==> config.mk <==
export PLATFORM = sky130hd
export DESIGN_NAME = tetris_seq_ctrl
export DESIGN_NICKNAME = d
export VERILOG_FILES = /design/src/rtl/tetris_seq_ctrl.sv
export SDC_FILE = /design/constraint.sdc
export NUM_CORES = 1
export LEC_CHECK = 0
export ABC_AREA = 0
export BUFFER_PORTS_ARGS = -buffer_cell sky130_fd_sc_hd__buf_2
export CAP_MARGIN = 20
export CORE_UTILIZATION = 59
export CTS_CLUSTER_SIZE = 30
export DETAILED_ROUTE_END_ITERATION = 6
export PLACE_DENSITY = 0.8
export SLEW_MARGIN = 20
export SYNTH_ARGS = -nofsm -noshare
export SYNTH_HDL_FRONTEND = slang
export SYNTH_SLANG_ARGS = --single-unit
==> constraint.sdc <==
create_clock -name clka -period 13.8 [get_ports clka]
set_input_delay 1.38 -clock clka [delete_from_list [all_inputs] [get_ports clka]]
set_output_delay 1.38 -clock clka [all_outputs]
set_load 0.03 [all_outputs]
==> src/rtl/tetris_seq_ctrl.sv <==
// Tetris game sequencer: state codes, one move per step, gravity timer, score/lines/level.
// Latency: every output registered, reacts the cycle after its input is sampled; no backpressure, button requests queue one deep each.
module tetris_seq_ctrl #(
  parameter int DROP_TICKS      = 24,
  parameter int DROP_STEP       = 2,
  parameter int MIN_TICKS       = 4,
  parameter int LINES_PER_LEVEL = 10,
  parameter int CLEAR_TIMEOUT   = 64
) (
  input  logic        clka,
  input  logic        restart_n,
  input  logic        start,
  input  logic        btn_left,
  input  logic        btn_right,
  input  logic        btn_rotate,
  input  logic        touched,
  input  logic        spawn_blocked,
  input  logic        clear_done,
  input  logic [2:0]  rows_cleared,
  output logic [3:0]  state,
  output logic [1:0]  move,
  output logic        move_valid,
  output logic [15:0] score,
  output logic [7:0]  lines,
  output logic [3:0]  level,
  output logic        fault
);

  typedef enum logic [3:0] {
    ST_GEN      = 4'd0,
    ST_MOVE     = 4'd1,
    ST_LAND     = 4'd2,
    ST_CLEAR    = 4'd3,
    ST_NEWBOARD = 4'd4,
    ST_GAMEOVER = 4'd5
  } state_t;

  state_t      state_q, state_d;
  logic [1:0]  move_q, move_d;
  logic        move_vld_q, move_vld_d;
  logic [15:0] score_q, score_d;
  logic [7:0]  lines_q, lines_d;
  logic [3:0]  level_q, level_d;
  logic        fault_q, fault_d;
  logic [7:0]  grav_q, grav_d;
  logic [7:0]  clr_cnt_q, clr_cnt_d;
  logic [7:0]  sub_q, sub_d;
  logic        pend_left_q, pend_left_d;
  logic        pend_right_q, pend_right_d;
  logic        pend_rot_q, pend_rot_d;

  logic [7:0]  prod;
  logic [8:0]  floor_sum;
  logic [7:0]  period;
  logic [2:0]  rows_n;
  logic [7:0]  base_pts;
  logic [7:0]  add_pts;
  logic [16:0] score_sum;
  logic [8:0]  lines_sum;
  logic [7:0]  sub_sum;
  logic        btn_ok;

  // Compare before subtracting so high levels clamp to MIN_TICKS instead of wrapping.
  assign prod      = 8'(level_q) * 8'(DROP_STEP);
  assign floor_sum = {1'b0, prod} + 9'(MIN_TICKS);
  assign period    = (floor_sum >= 9'(DROP_TICKS)) ? 8'(MIN_TICKS) : 8'(DROP_TICKS) - prod;

  assign rows_n    = (rows_cleared > 3'd4) ? 3'd4 : rows_cleared;
  assign add_pts   = base_pts * (8'(level_q) + 8'd1);
  assign score_sum = {1'b0, score_q} + 17'(add_pts);
  assign lines_sum = {1'b0, lines_q} + 9'(rows_n);
  assign sub_sum   = sub_q + 8'(rows_n);
  assign btn_ok    = (state_q != ST_GAMEOVER);

  always_comb begin
    base_pts = 8'd0;
    case (rows_n)
      3'd1:    base_pts = 8'd1;
      3'd2:    base_pts = 8'd3;
      3'd3:    base_pts = 8'd5;
      3'd4:    base_pts = 8'd8;
      default: base_pts = 8'd0;
    endcase
  end

  always_comb begin
    state_d      = state_q;
    move_d       = move_q;
    move_vld_d   = 1'b0;
    score_d      = score_q;
    lines_d      = lines_q;
    level_d      = level_q;
    fault_d      = fault_q;
    grav_d       = grav_q;
    clr_cnt_d    = clr_cnt_q;
    sub_d        = sub_q;
    // A pulse landing on the cycle its flag is consumed re-arms the flag.
    pend_left_d  = pend_left_q  | (btn_left   & btn_ok);
    pend_right_d = pend_right_q | (btn_right  & btn_ok);
    pend_rot_d   = pend_rot_q   | (btn_rotate & btn_ok);

    case (state_q)
      ST_NEWBOARD: state_d = ST_GEN;
      ST_GEN: begin
        if (spawn_blocked) begin
          state_d = ST_GAMEOVER;
        end else begin
          state_d = ST_MOVE;
          grav_d  = period;
        end
      end
      ST_MOVE: begin
        if (touched) begin
          state_d      = ST_LAND;
          pend_left_d  = 1'b0;
          pend_right_d = 1'b0;
          pend_rot_d   = 1'b0;
        end else if (grav_q == 8'd1) begin
          move_d     = 2'd3;
          move_vld_d = 1'b1;
          grav_d     = period;
        end else if (pend_rot_q) begin
          move_d     = 2'd2;
          move_vld_d = 1'b1;
          pend_rot_d = btn_rotate;
        end else if (pend_left_q) begin
          move_d      = 2'd0;
          move_vld_d  = 1'b1;
          pend_left_d = btn_left;
        end else if (pend_right_q) begin
          move_d       = 2'd1;
          move_vld_d   = 1'b1;
          pend_right_d = btn_right;
        end else begin
          grav_d = grav_q - 8'd1;
        end
      end
      ST_LAND: begin
        state_d   = ST_CLEAR;
        clr_cnt_d = 8'd0;
      end
      ST_CLEAR: begin
        if (clear_done) begin
          state_d = ST_GEN;
          score_d = score_sum[16] ? 16'hFFFF : score_sum[15:0];
          lines_d = lines_sum[8] ? 8'hFF : lines_sum[7:0];
          if (sub_sum >= 8'(LINES_PER_LEVEL)) begin
            sub_d   = sub_sum - 8'(LINES_PER_LEVEL);
            level_d = (level_q == 4'hF) ? level_q : level_q + 4'd1;
          end else begin
            sub_d = sub_sum;
          end
        end else if (clr_cnt_q == 8'(CLEAR_TIMEOUT - 1)) begin
          state_d = ST_GEN;
          fault_d = 1'b1;
        end else begin
          clr_cnt_d = clr_cnt_q + 8'd1;
        end
      end
      ST_GAMEOVER: begin
        if (start) begin
          state_d = ST_NEWBOARD;
          score_d = 16'd0;
          lines_d = 8'd0;
          level_d = 4'd0;
          fault_d = 1'b0;
          sub_d   = 8'd0;
        end
      end
      default: state_d = ST_NEWBOARD;
    endcase
  end

  always_ff @(posedge clka or negedge restart_n) begin
    if (!restart_n) begin
      state_q      <= ST_NEWBOARD;
      move_q       <= 2'd3;
      move_vld_q   <= 1'b0;
      score_q      <= 16'd0;
      lines_q      <= 8'd0;
      level_q      <= 4'd0;
      fault_q      <= 1'b0;
      grav_q       <= 8'd0;
      clr_cnt_q    <= 8'd0;
      sub_q        <= 8'd0;
      pend_left_q  <= 1'b0;
      pend_right_q <= 1'b0;
      pend_rot_q   <= 1'b0;
    end else begin
      state_q      <= state_d;
      move_q       <= move_d;
      move_vld_q   <= move_vld_d;
      score_q      <= score_d;
      lines_q      <= lines_d;
      level_q      <= level_d;
      fault_q      <= fault_d;
      grav_q       <= grav_d;
      clr_cnt_q    <= clr_cnt_d;
      sub_q        <= sub_d;
      pend_left_q  <= pend_left_d;
      pend_right_q <= pend_right_d;
      pend_rot_q   <= pend_rot_d;
    end
  end

  assign state      = state_q;
  assign move       = move_q;
  assign move_valid = move_vld_q;
  assign score      = score_q;
  assign lines      = lines_q;
  assign level      = level_q;
  assign fault      = fault_q;

endmodule

; ---- Yosys cells after proc, flatten, opt, wreduce, memory -nomap -nowiden
; Cells that the tools add are included.
[totals]
inputBits = 12
regBits = 63
ram_bits = 0
mem_count = 0
latch_bits = 0
wordCells = 137
out_inout_bits = 36
rom_bits = 0
[op_classes]
reduce_logical = 12
order_cmp = 3
n_mul = 1
eq_ne = 27
n_div = 0
mux = 64
shifts = 0
bitwise = 7
addsub = 10
[op_table]
columns = operator, n
row1 = 8-bit 2-to-1 mux, 14
row2 = 8-bit one-hot mux with 2 select lines, 4
row3 = 16-bit 2-to-1 mux, 3
row4 = 4-bit 2-to-1 mux, 8
row5 = 16-bit one-hot mux with 2 select lines, 1
row6 = 1-bit 2-to-1 mux, 24
row7 = 4-bit one-hot mux with 6 select lines, 1
row8 = "2-bit inequality test, second input constant", 10
row9 = 16-bit by 8-bit adder with 17-bit output, 1
row10 = 4-bit one-hot mux with 4 select lines, 1
row11 = "3-bit inequality test, second input constant", 4
row12 = 3-bit AND reduction, 4
row13 = 8-bit by 3-bit adder with 9-bit output, 1
row14 = "8-bit by 1-bit adder with 8-bit output, second input constant", 1
row15 = 8-bit by 3-bit adder with 8-bit output, 1
row16 = "4-bit by 2-bit == test with 1-bit output, second input constant", 2
row17 = "4-bit by 3-bit == test with 1-bit output, second input constant", 2
row18 = "8-bit by 1-bit == test with 1-bit output, second input constant", 1
row19 = "8-bit by 6-bit == test with 1-bit output, second input constant", 1
row20 = "8-bit by 4-bit greater-or-equal comparator with 1-bit output, second input constant", 1
row21 = 8-bit by 5-bit multiplier with 8-bit output, 1
row22 = 2-bit 2-to-1 mux, 4
row23 = 4-bit one-hot mux with 2 select lines, 1
row24 = "8-bit by 1-bit subtractor with 8-bit output, second input constant", 1
row25 = other kinds (24), 32

; ---- Logic depth before layout (Yosys ltp)
; Gate-level depths: netlist of run 1.
[logic_depth]
depth_word = 9
depth_mapped = 22

; ---- Least setup slack after synthesis of run 1
; Ideal clock, no wire load.
[synth_path]
path_type = input to register
start = in rows_cleared[1]
end = reg score_q[10], in the netlist score[10]
t_arrival_ns = 5.544
cell_stages = 22
setup_slack_ns = 8.185
t_required_ns = 13.729
n_path_buf = 2
setup_ns = 0.071
path_cell_list = nor2b_1 clkbuf_1 inv_1 nor2_1 nand2_1 fa_1 inv_1 fa_1 inv_1 fa_1 inv_1 a21o_1 a21oi_1 xnor2_1 ha_1 o21a_1 o21a_1 nor2_1 or2_1 buf_2 or4_1 nand4_1
[synth_via]
elab_chain_cells = 9
[synth_lines]
columns = element, line_no
row1 = start: declaration, 19  ; input logic [2:0] rows_cleared,
row2 = 3-bit greater-than comparator, 68  ; assign rows_n = (rows_cleared > 3'd4) ? 3'd4 : rows_cleared;
row3 = 3-bit 2-to-1 mux (*), 68
row4 = "3-bit == test, or another cell as far along", 77  ; case (rows_n)
row5 = 4-bit one-hot mux with 4 select lines (*), 77
row6 = 8-bit by 5-bit multiplier with 8-bit output (*), 69  ; assign add_pts = base_pts * (8'(level_q) + 8'd1);
row7 = 16-bit by 8-bit adder with 17-bit output (*), 70  ; assign score_sum = {1'b0, score_q} + 17'(add_pts);
row8 = 16-bit 2-to-1 mux (*), 145  ; score_d = score_sum[16] ? 16'hFFFF : score_sum[15:0];
row9 = 16-bit 2-to-1 mux (*), 143  ; if (clear_done) begin
row10 = 16-bit one-hot mux with 2 select lines (*), 102  ; case (state_q)
row11 = end signal: assignment, 193  ; score_q <= score_d;
row12 = end: declaration, 41  ; logic [15:0] score_q, score_d;
; Mark *: on every way between the ends. The rest lies on a longest branch, timed or not. The select of a mux whose other input is x is not followed.
; A chain may end at the register's enable or synchronous reset.

; ---- Final worst setup path of run 1
[layout_path]
start = in rows_cleared[2]
end = reg score_q[10], in the netlist score[10]
; Same word-level chain as after synthesis.

==> results of run 1 <==
synth_stat cells (all sizes together), types with 3 or more instances:
cell and n:
a211oi 5, a21o 12, a21oi 33, a22o 5, a2bb2oi 4, a31oi 4
and2 8, and3 5, buf 7, clkbuf 11, dfrtp 59, dfstp 3
fa 9, ha 33, inv 32, mux2i 6, nand2 58, nand2b 3
nand3 17, nand3b 3, nand4 6, nor2 46, nor2b 5, nor3 11
nor3b 4, nor4 8, o211ai 3, o21a 4, o21ai 40, o21bai 3
o22ai 5, o31ai 4, or3 4, xnor2 17, xor2 13
layout make-up:
| type | instances | area [sq um] |
|---|---|---|
| Sequential cell | 62 | 1560 |
| Clock buffer | 9 | 124 |
| Timing Repair Buffer | 48 | 245 |
| Tap cell | 102 | 128 |
| Multi-Input combinational cell | 416 | 2910 |
| Inverter | 32 | 120 |
| Clock inverter | 7 | 103 |
| Fill cell | 639 | 2500 |
per-layer routing:
metal  vias up  GRT usage
met3        14     0.0570
met5         -          0
met1      1956      0.363
met2       124      0.443
li1       1982          -
met4         0     0.0899
critical path: cells and delay by family:
family / cells / cell delay [ns]
AND/OR/NAND/NOR: 7 / 1.78
buffers and inverters: 5 / 0.53
adder cells (fa/ha/maj): 4 / 1.86
AO/OA/AOI/OAI: 4 / 0.49
XOR/XNOR: 1 / 0.13
flip-flops by register name, summed over array words and instances, names as in the netlist, 2 cells and up:
signal / flops
score: 16
clr_cnt_q: 8
grav_q: 8
lines: 8
sub_q: 8
level: 4
state: 3
move: 2
cell families (layout without fill, tap and decap cells):
group / Yosys count / after routing
fa+ha+maj: 42 / 42
other cells: 1 / 1
flops: 62 / 62
compound gates: 144 / 144
xor+xnor: 30 / 30
simple gates: 191 / 191
mux: 8 / 8
buf+inv: 50 / 96
path summary, 6_finish.rpt:
check                      slack [ns]  depth (start not counted)          to
max in group asynchronous       12.09                          2    score[7]
min in group asynchronous        1.18                          2  move_valid
max reg2reg                      8.73                         19   score[10]
min reg2reg                      0.50                          2    score[3]
max                              7.90                         21   score[10]
min                              0.50                          2    score[3]
power by group through the flow:
stage	clock network, mW	registers [mW]	logic, mW
detailed placement	0	0.305	0.563
global placement	0	0.302	0.544
CTS	0.193	0.303	0.566
floorplan	0	0.333	0.409
global route	0.202	0.313	0.633
finish	0.188	0.304	0.567
metrics by stage:
stage          power, mW  instances
3_3_place_gp       0.846        660
2_1_floorplan      0.742        528
3_5_place_dp       0.868        660
4_1_cts             1.06        676
6_report            1.06        676
5_1_grt             1.15        676
==> results, run 1 <==
- The via count is slightly above 4000.
- The latest clock arrival within the worst-skew pair is approximately 0.36 ns.
- Across every metal layer, demand over resource in global routing totals 0.272.
- The proportion of register bits with asynchronous set or reset after synthesis is 1.00.
- The overall die height is between 90 and 100 um.
- The combinational share of power is 0.536.
- The final wirelength is about 10000 um.
- The count of final hold-check violations was 0.
- The data required time at the worst endpoint is 14.09 ns.
- TritonCTS built the clock tree.
- The number of unique standard cell types used by synthesis is 75.
- The post-cts repair resize count is 0.
- For this run, the slowest stage of the critical path takes 0.55 ns.
- The number of nets in the layout is 623.
- The part of the Yosys area used for sequential elements is 0.333.
- Setup repair after global routing left no endpoint under its margin.
- On the final layout, the worst hold slack is 0.501 ns.
- For this design, the sink count on the clock tree is slightly above 60.
- Counting every net in the synthesized netlist gives around 580.
- Row generation in the floorplan step produced 32 rows.
- The routed wirelength normalized by instance count is approximately 15 um.
- The signal on the critical path passes through buf_2 > nor2b_1 > inv_1 > nor2_1 > nand2_1 > fa_1 > inv_1 > fa_1 > inv_1 > fa_1 > inv_1 > a21o_1 > a21oi_1 > xnor2_1 > ha_1 > o21a_1 > o21a_1 > nor2_1 > or2_1 > or4_1 > nand4_1.
- The cell that appears most often on the critical path is sky130_fd_sc_hd__inv_1.
- Summed over all nets, the switching power comes to between 0.4 and 0.5 mW.
- Of the available clock period, the critical path in the final layout requires 0.427.
- The detail route stage leaves a number of antenna-violating nets equal to 0.
- Between clock sinks in the finished design, the worst skew comes to 0.0138 ns.
- The worst setup path is captured at a flip-flop.
- Of the post-synthesis cell area, the dominant cell type holds 0.316.
- The maximum number of pins on one net before global-route repair is 63.
- Among all stages on the critical path, the largest delay is contributed by sky130_fd_sc_hd__fa_1.
- The pre-CTS setup slack is between 7 and 8 ns.
- The met3 wire length is 513 um.
- The final setup violation count is 0.
- Tracing the worst setup path back leads to its startpoint at rows_cleared[2].
- The analysis attributes to cell leakage a power of about 2.5 nW.
- The routed design uses between 4000 and 5000 um of met2 wire.
- The count of buffers from port buffering is 46.
- After clock tree synthesis, the clock-pin slew on the worst setup and hold paths is around 0.08 ns.
- The worst setup margin is about 8 ns.
- The data arrival time of the critical path is between 6 and 7 ns.
- Summed over all failing endpoints, the final setup total negative slack is 0 ns.
- The core region is a little under 8000 sq um.
- The final global-route overflow total is 0.
- The weighted congestion reported at the end of routability-driven placement is 0.851.
- The maximum vdd ir drop is roughly 0.11 mV.
- The complex-gate fraction of the synthesized area came to 0.214.
- The number of setup buffers added after CTS is 0.
- The initial detailed-routing violation count is 301.
- The flow ran to the end, and the final reports show no timing, DRC or antenna violations.
- The number of buffers inserted during clock tree synthesis is 9.
- Internal power comes to roughly 0.56 mW.
- For this run, the number of Yosys warnings is 0.
- The fraction of final layout cells with drive strength greater than 1 is 0.152.
- The cell count after synthesis is around 530.
- The H-tree was split into 3 levels.
- In the final routing, the length of wire on met1 measures roughly 4800 um.
- The number of global-route vias before repair came to approximately 3900.
- The max-slew violation count is 0.
- For this configuration, the core starts out at a cell density of 0.607.
- Of the total synthesized cell area, the portion taken by XOR and XNOR cells is 0.0579.
- Clock tree synthesis selected as its root buffer the cell sky130_fd_sc_hd__clkbuf_8.
- Headroom to the max-slew limit came out at 0.274.
- The topmost layer with routed signal wires is met4.
- The synthesized design contains slightly above 60 register bits.
- The number of antenna diodes is 0.
- Dividing total power by cell area gives a power density of 204 nW/um^2.
- The wire length of the first global-routing pass is between 15000 and 20000 um.
- The maximum fanout along the worst path is 9.
- Of the total power, registers draw 0.287.
- Detailed placement finished with a half-perimeter wire length of 7460 um.
- The placement-stage cell area is a little under 5000 sq um.
- Subtracting the final worst setup slack from the clock period gives about 5.9 ns.
- The post-detailed-route via-to-cell ratio is between 6 and 7.
- The area of the mapped netlist is around 4700 sq um.
- The max-capacitance violation count is 0.
- The arithmetic-cell share of the synthesized area counting full adders, half adders and majority gates is 0.127.
- Of the total power, the clock network draws 0.177.
- The startpoint of the worst hold path is score[3].
- The largest area contributor in the netlist is sky130_fd_sc_hd__dfrtp_1.
- The worst register-to-register path begins at level[2].
- Of the total synthesized cell area, the portion taken by AND, OR, NAND and NOR gates is 0.205.
- The number of hold buffers added after CTS was 0.
- The synthesized design contains 0 enable-type register cells.
- In the layout the commonest cells are sky130_fd_sc_hd__dfrtp_1 (59), sky130_fd_sc_hd__nand2_1 (58), sky130_fd_sc_hd__nor2_1 (46), sky130_fd_sc_hd__buf_2 (46), sky130_fd_sc_hd__o21ai_0 (39).
- The transition time of the tightest slew-check pin is between 1 and 1.5 ns.
- Counting along the longest clock path gives a buffer depth of 2.
- The critical path is of the in -> reg type.
- Of the total power, the share spent switching nets is 0.468.
- The layout overhead on the synthesized area is 11.0%.
- For this run, the detailed router's first-pass iteration total came to 5.
- Pin placement for this block handled 48 I/O pins.
- In the routed design, unresolved DRC markers number 0.
- Once layout is complete, the utilization of the core stands at 0.674.
- The number of antenna violations at the first check in global routing is 0.
- The highest clock frequency the design can meet is 170 MHz.
- The synthesized area per cell is just under 9 sq um.
- The dominant combinational cell family by area after synthesis is compound AO/OA/AOI/OAI gates.
- The die is around 91 um wide.
- The design area is roughly 5200 sq um.
- The die covers about 8300 sq um.
- The mux share of post-synthesis cell area is 0.0185.
- Among all flip-flop cells after synthesis, the most frequent one is sky130_fd_sc_hd__dfrtp_1.
- Yosys attributes the largest share of cell area to sky130_fd_sc_hd__dfrtp_1 (32%), sky130_fd_sc_hd__ha_1 (8.8%), sky130_fd_sc_hd__nand2_1 (4.7%).
- In this run the worst hold path is classified as reg -> reg.
- The library cell used most frequently in the layout, excluding fill and tap cells, is sky130_fd_sc_hd__dfrtp_1.
- The nature of the critical path startpoint is an input pin.
No activity file was read; power rests on OpenSTA's default activity.
==> inputs of run 2 (changes only) <==
- clock period: 13.8 -> 5.9 ns (I/O delays scaled with it)
==> run 2 against run 1 <==
  * Clock power up 140%
  * Combinational power rose by 140%
  * Sequential share of layout area is essentially flat
  * Critical path type is now reg -> reg
  * Critical endpoint unchanged
==> results, run 2 (same netlist as run 1, synthesis figures left out) <==
- On the critical path, the stage with the largest delay is an instance of sky130_fd_sc_hd__dfrtp_1.
- The placement-stage cell area is 4960 sq um (+0.15%).
- The worst setup path is of the reg -> reg kind.
- Timing would allow up to 197 MHz.
- The data required time at the worst endpoint came to 6.19 ns (-7.90 ns).
- The final wirelength is 10600 um (+1.1%).
- The layout overhead on the synthesized area is 11.2%.
- The overall power of the completed layout is 2.49 mW (+130%).
- The library cells used most frequently in the layout, excluding fill and tap cells, are sky130_fd_sc_hd__dfrtp_1 (59), sky130_fd_sc_hd__nand2_1 (58), sky130_fd_sc_hd__nor2_1 (46), sky130_fd_sc_hd__buf_2 (46), sky130_fd_sc_hd__o21ai_0 (39).
- The number of H-tree branching levels is 3 (unchanged).
- The number of buffers inserted during clock tree synthesis is 9 (unchanged).
- The max-slew violation count was 0 (unchanged).
- The number of setup buffers added after CTS is 0 (unchanged).
- The cell at the root of the clock tree is sky130_fd_sc_hd__clkbuf_8.
- The startpoint identified for the worst register-to-register timing path is level[2].
- The final setup violation count is 0 (unchanged).
- The pre-CTS setup slack is 0.677 ns (-6.91 ns).
- The post-cts repair resize count is 0 (unchanged).
- By instance count, the cell type seen most on the critical path is sky130_fd_sc_hd__ha_1.
- The overall die height is 90.9 um (unchanged).
- The run finished with clean final reports.
- The clock sink count is 62 (unchanged).
- The clock skew came to 0.00865 ns (-0.00516 ns).
- Walking the worst path, the cells encountered are ha_1 > nand2_1 > xnor2_1 > nor2_1 > fa_1 > inv_1 > fa_1 > inv_1 > ha_1 > a21o_1 > a21oi_1 > xnor2_1 > ha_1 > o21a_1 > o21a_1 > nor2_1 > or2_1 > or4_1 > nand4_1.
- The fraction of final layout cells with drive strength greater than 1 is 0.153 (+0.00148).
- The maximum number of pins on one net before global-route repair was 63 (unchanged).
- The effective utilization at floorplan is 0.607 (unchanged).
- The clock edge transition at the registers on the reported setup and hold paths came to 0.08 ns (about the same).
- The max-capacitance violation count is 0 (unchanged).
- The count of final hold-check violations is 0 (unchanged).
- The detailed placement HPWL was 7550 um (+1.2%).
- The weighted congestion reported at the end of routability-driven placement is 0.875 (+2.8%).
- The worst setup path is launched from a flip-flop.
- The standard-cell row count was 32 (unchanged).
- The wire length of the first global-routing pass is 18400 um (+2.3%).
- The worst setup margin is 0.827 ns (-7.08 ns).
- The global routing usage summed across all routing layers is 0.276 (+0.00356).
- The DRC violation count after routing is 0 (unchanged).
- The power density over the cells is 479 nW/um^2 (+130%).
- The critical path endpoint category is a flip-flop.
- The number of global-route vias before repair is 3946 (+2.5%).
- The routed wirelength normalized by instance count was 15.6 um (+0.91%).
- The max-slew headroom at the worst pin is 0.277 (+0.00252).
- The number of non-filler instances in the completed layout came to 677 (+0.15%).
- The transition time of the tightest slew-check pin is 1.09 ns (-0.00378 ns).
- The smallest clock period supported by the final layout is computed as 5.07 ns.
- The number of antenna violations at the first check in global routing is 0 (unchanged).
- The remaining number of nets flagged by the antenna check after routing is 0 (unchanged).
- The data arrival time of the critical path is 5.36 ns (-0.82 ns).
- The final global-route overflow total is 0 (unchanged).
- The number of antenna diodes is 0 (unchanged).
- The worst flop-to-flop path endpoint is score[10].
- The initial detailed-routing violation count was 311 (+3.3%).
- The placeable core region was 7690 sq um (unchanged).
- The delay of the slowest critical-path stage is 0.58 ns (+0.03 ns).
- The setup TNS after final layout was 0 ns (unchanged).
- The via count came to 4060 (-0.39%).
- The width of the chip was 90.9 um (unchanged).
- The worst hold slack was 0.391 ns (-0.110 ns).
- The top-level port count was 48 (unchanged).
- The post-route clock period utilization is 0.860.
- The final core utilization came to 0.675 (+0.000976).
- The maximum vdd ir drop is 0.269 mV (+130%).
- The placed cell count is 661 (+0.15%).
- The count of buffers from port buffering is 46 (unchanged).
- TritonCTS built the clock tree.
- The number of cell instances on the worst register-to-register path is 19 (unchanged).
- The first-pass detailed-route iteration total is 5 (unchanged).
- Setup repair after global routing left no endpoint under its margin.
- The full die area was 8270 sq um (unchanged).
- The maximum number of buffers from clock root to sink was 2 (unchanged).
- The flip-flop count of the largest register, all copies and words added is 16 (unchanged).
- The latest clock arrival within the worst-skew pair was 0.36 ns (about the same).
- The design area came to 5190 sq um (+0.14%).
- The cell leakage power is 2.53 nW (+0.20%).
- The library cell used most frequently in the layout, excluding fill and tap cells, is sky130_fd_sc_hd__dfrtp_1.
- The tightest min-delay check is of the in -> async type.
- The number of nets in the layout was 624 (+0.16%).
- The post-detailed-route via-to-cell ratio is 6.00 (-0.54%).
- The number of buffers added to fix hold violations after cts was 0 (unchanged).
- The flop-to-flop setup slack was 0.83 ns (-7.90 ns).
- The maximum fanout along the worst path was 11 (+2).
-- run 2: cell count changes in the layout (fill, tap and decap cells not counted) --
cell / delta
sky130_fd_sc_hd__buf_4: +1
-- run 2: worst max-delay path, delay by kind of cell (launching register included) --
kind	cells	cell delay, ns
AO/OA/AOI/OAI	4	0.64
adder cells (fa/ha/maj)	5	2.00
XOR/XNOR	2	0.50
flip-flops	1	0.58
AND/OR/NAND/NOR	6	1.16
buffers and inverters	2	0.10
-- run 2: cell type report --
| class | count | area (sq um) |
|---|---|---|
| Clock inverter | 7 | 103 |
| Timing Repair Buffer | 49 | 253 |
| Inverter | 32 | 120 |
| Multi-Input combinational cell | 416 | 2910 |
| Sequential cell | 62 | 1560 |
| Tap cell | 102 | 128 |
| Clock buffer | 9 | 124 |
| Fill cell | 640 | 2500 |
-- run 2: worst max path at each step --
stage | slack (ns) | depth (start not counted) | start | endpoint
after floorplan | 1.08 | 22 | rows_cleared[1] | score[10]
after global placement | 0.86 | 21 | rows_cleared[2] | score[10]
after detailed placement | 0.68 | 21 | rows_cleared[2] | score[10]
after CTS | 0.86 | 19 | level[2] | score[10]
after global routing | 0.51 | 19 | level[2] | score[11]
final | 0.83 | 19 | level[2] | score[10]
-- run 2: per-layer routing --
layer  GRT usage  routed length, um  up-vias
met5           0                  0        -
met4       0.104                163        0
met3      0.0335                453       15
met2       0.457               5100      107
met1       0.370               4870     1960
li1            -                  -     1978
-- run 2: where the power goes --
part,switching (mW),internal (mW),leakage (nW)
Sequential,0.158,0.552,0.812
Combinational,0.814,0.522,1.60
Clock,0.199,0.243,0.111
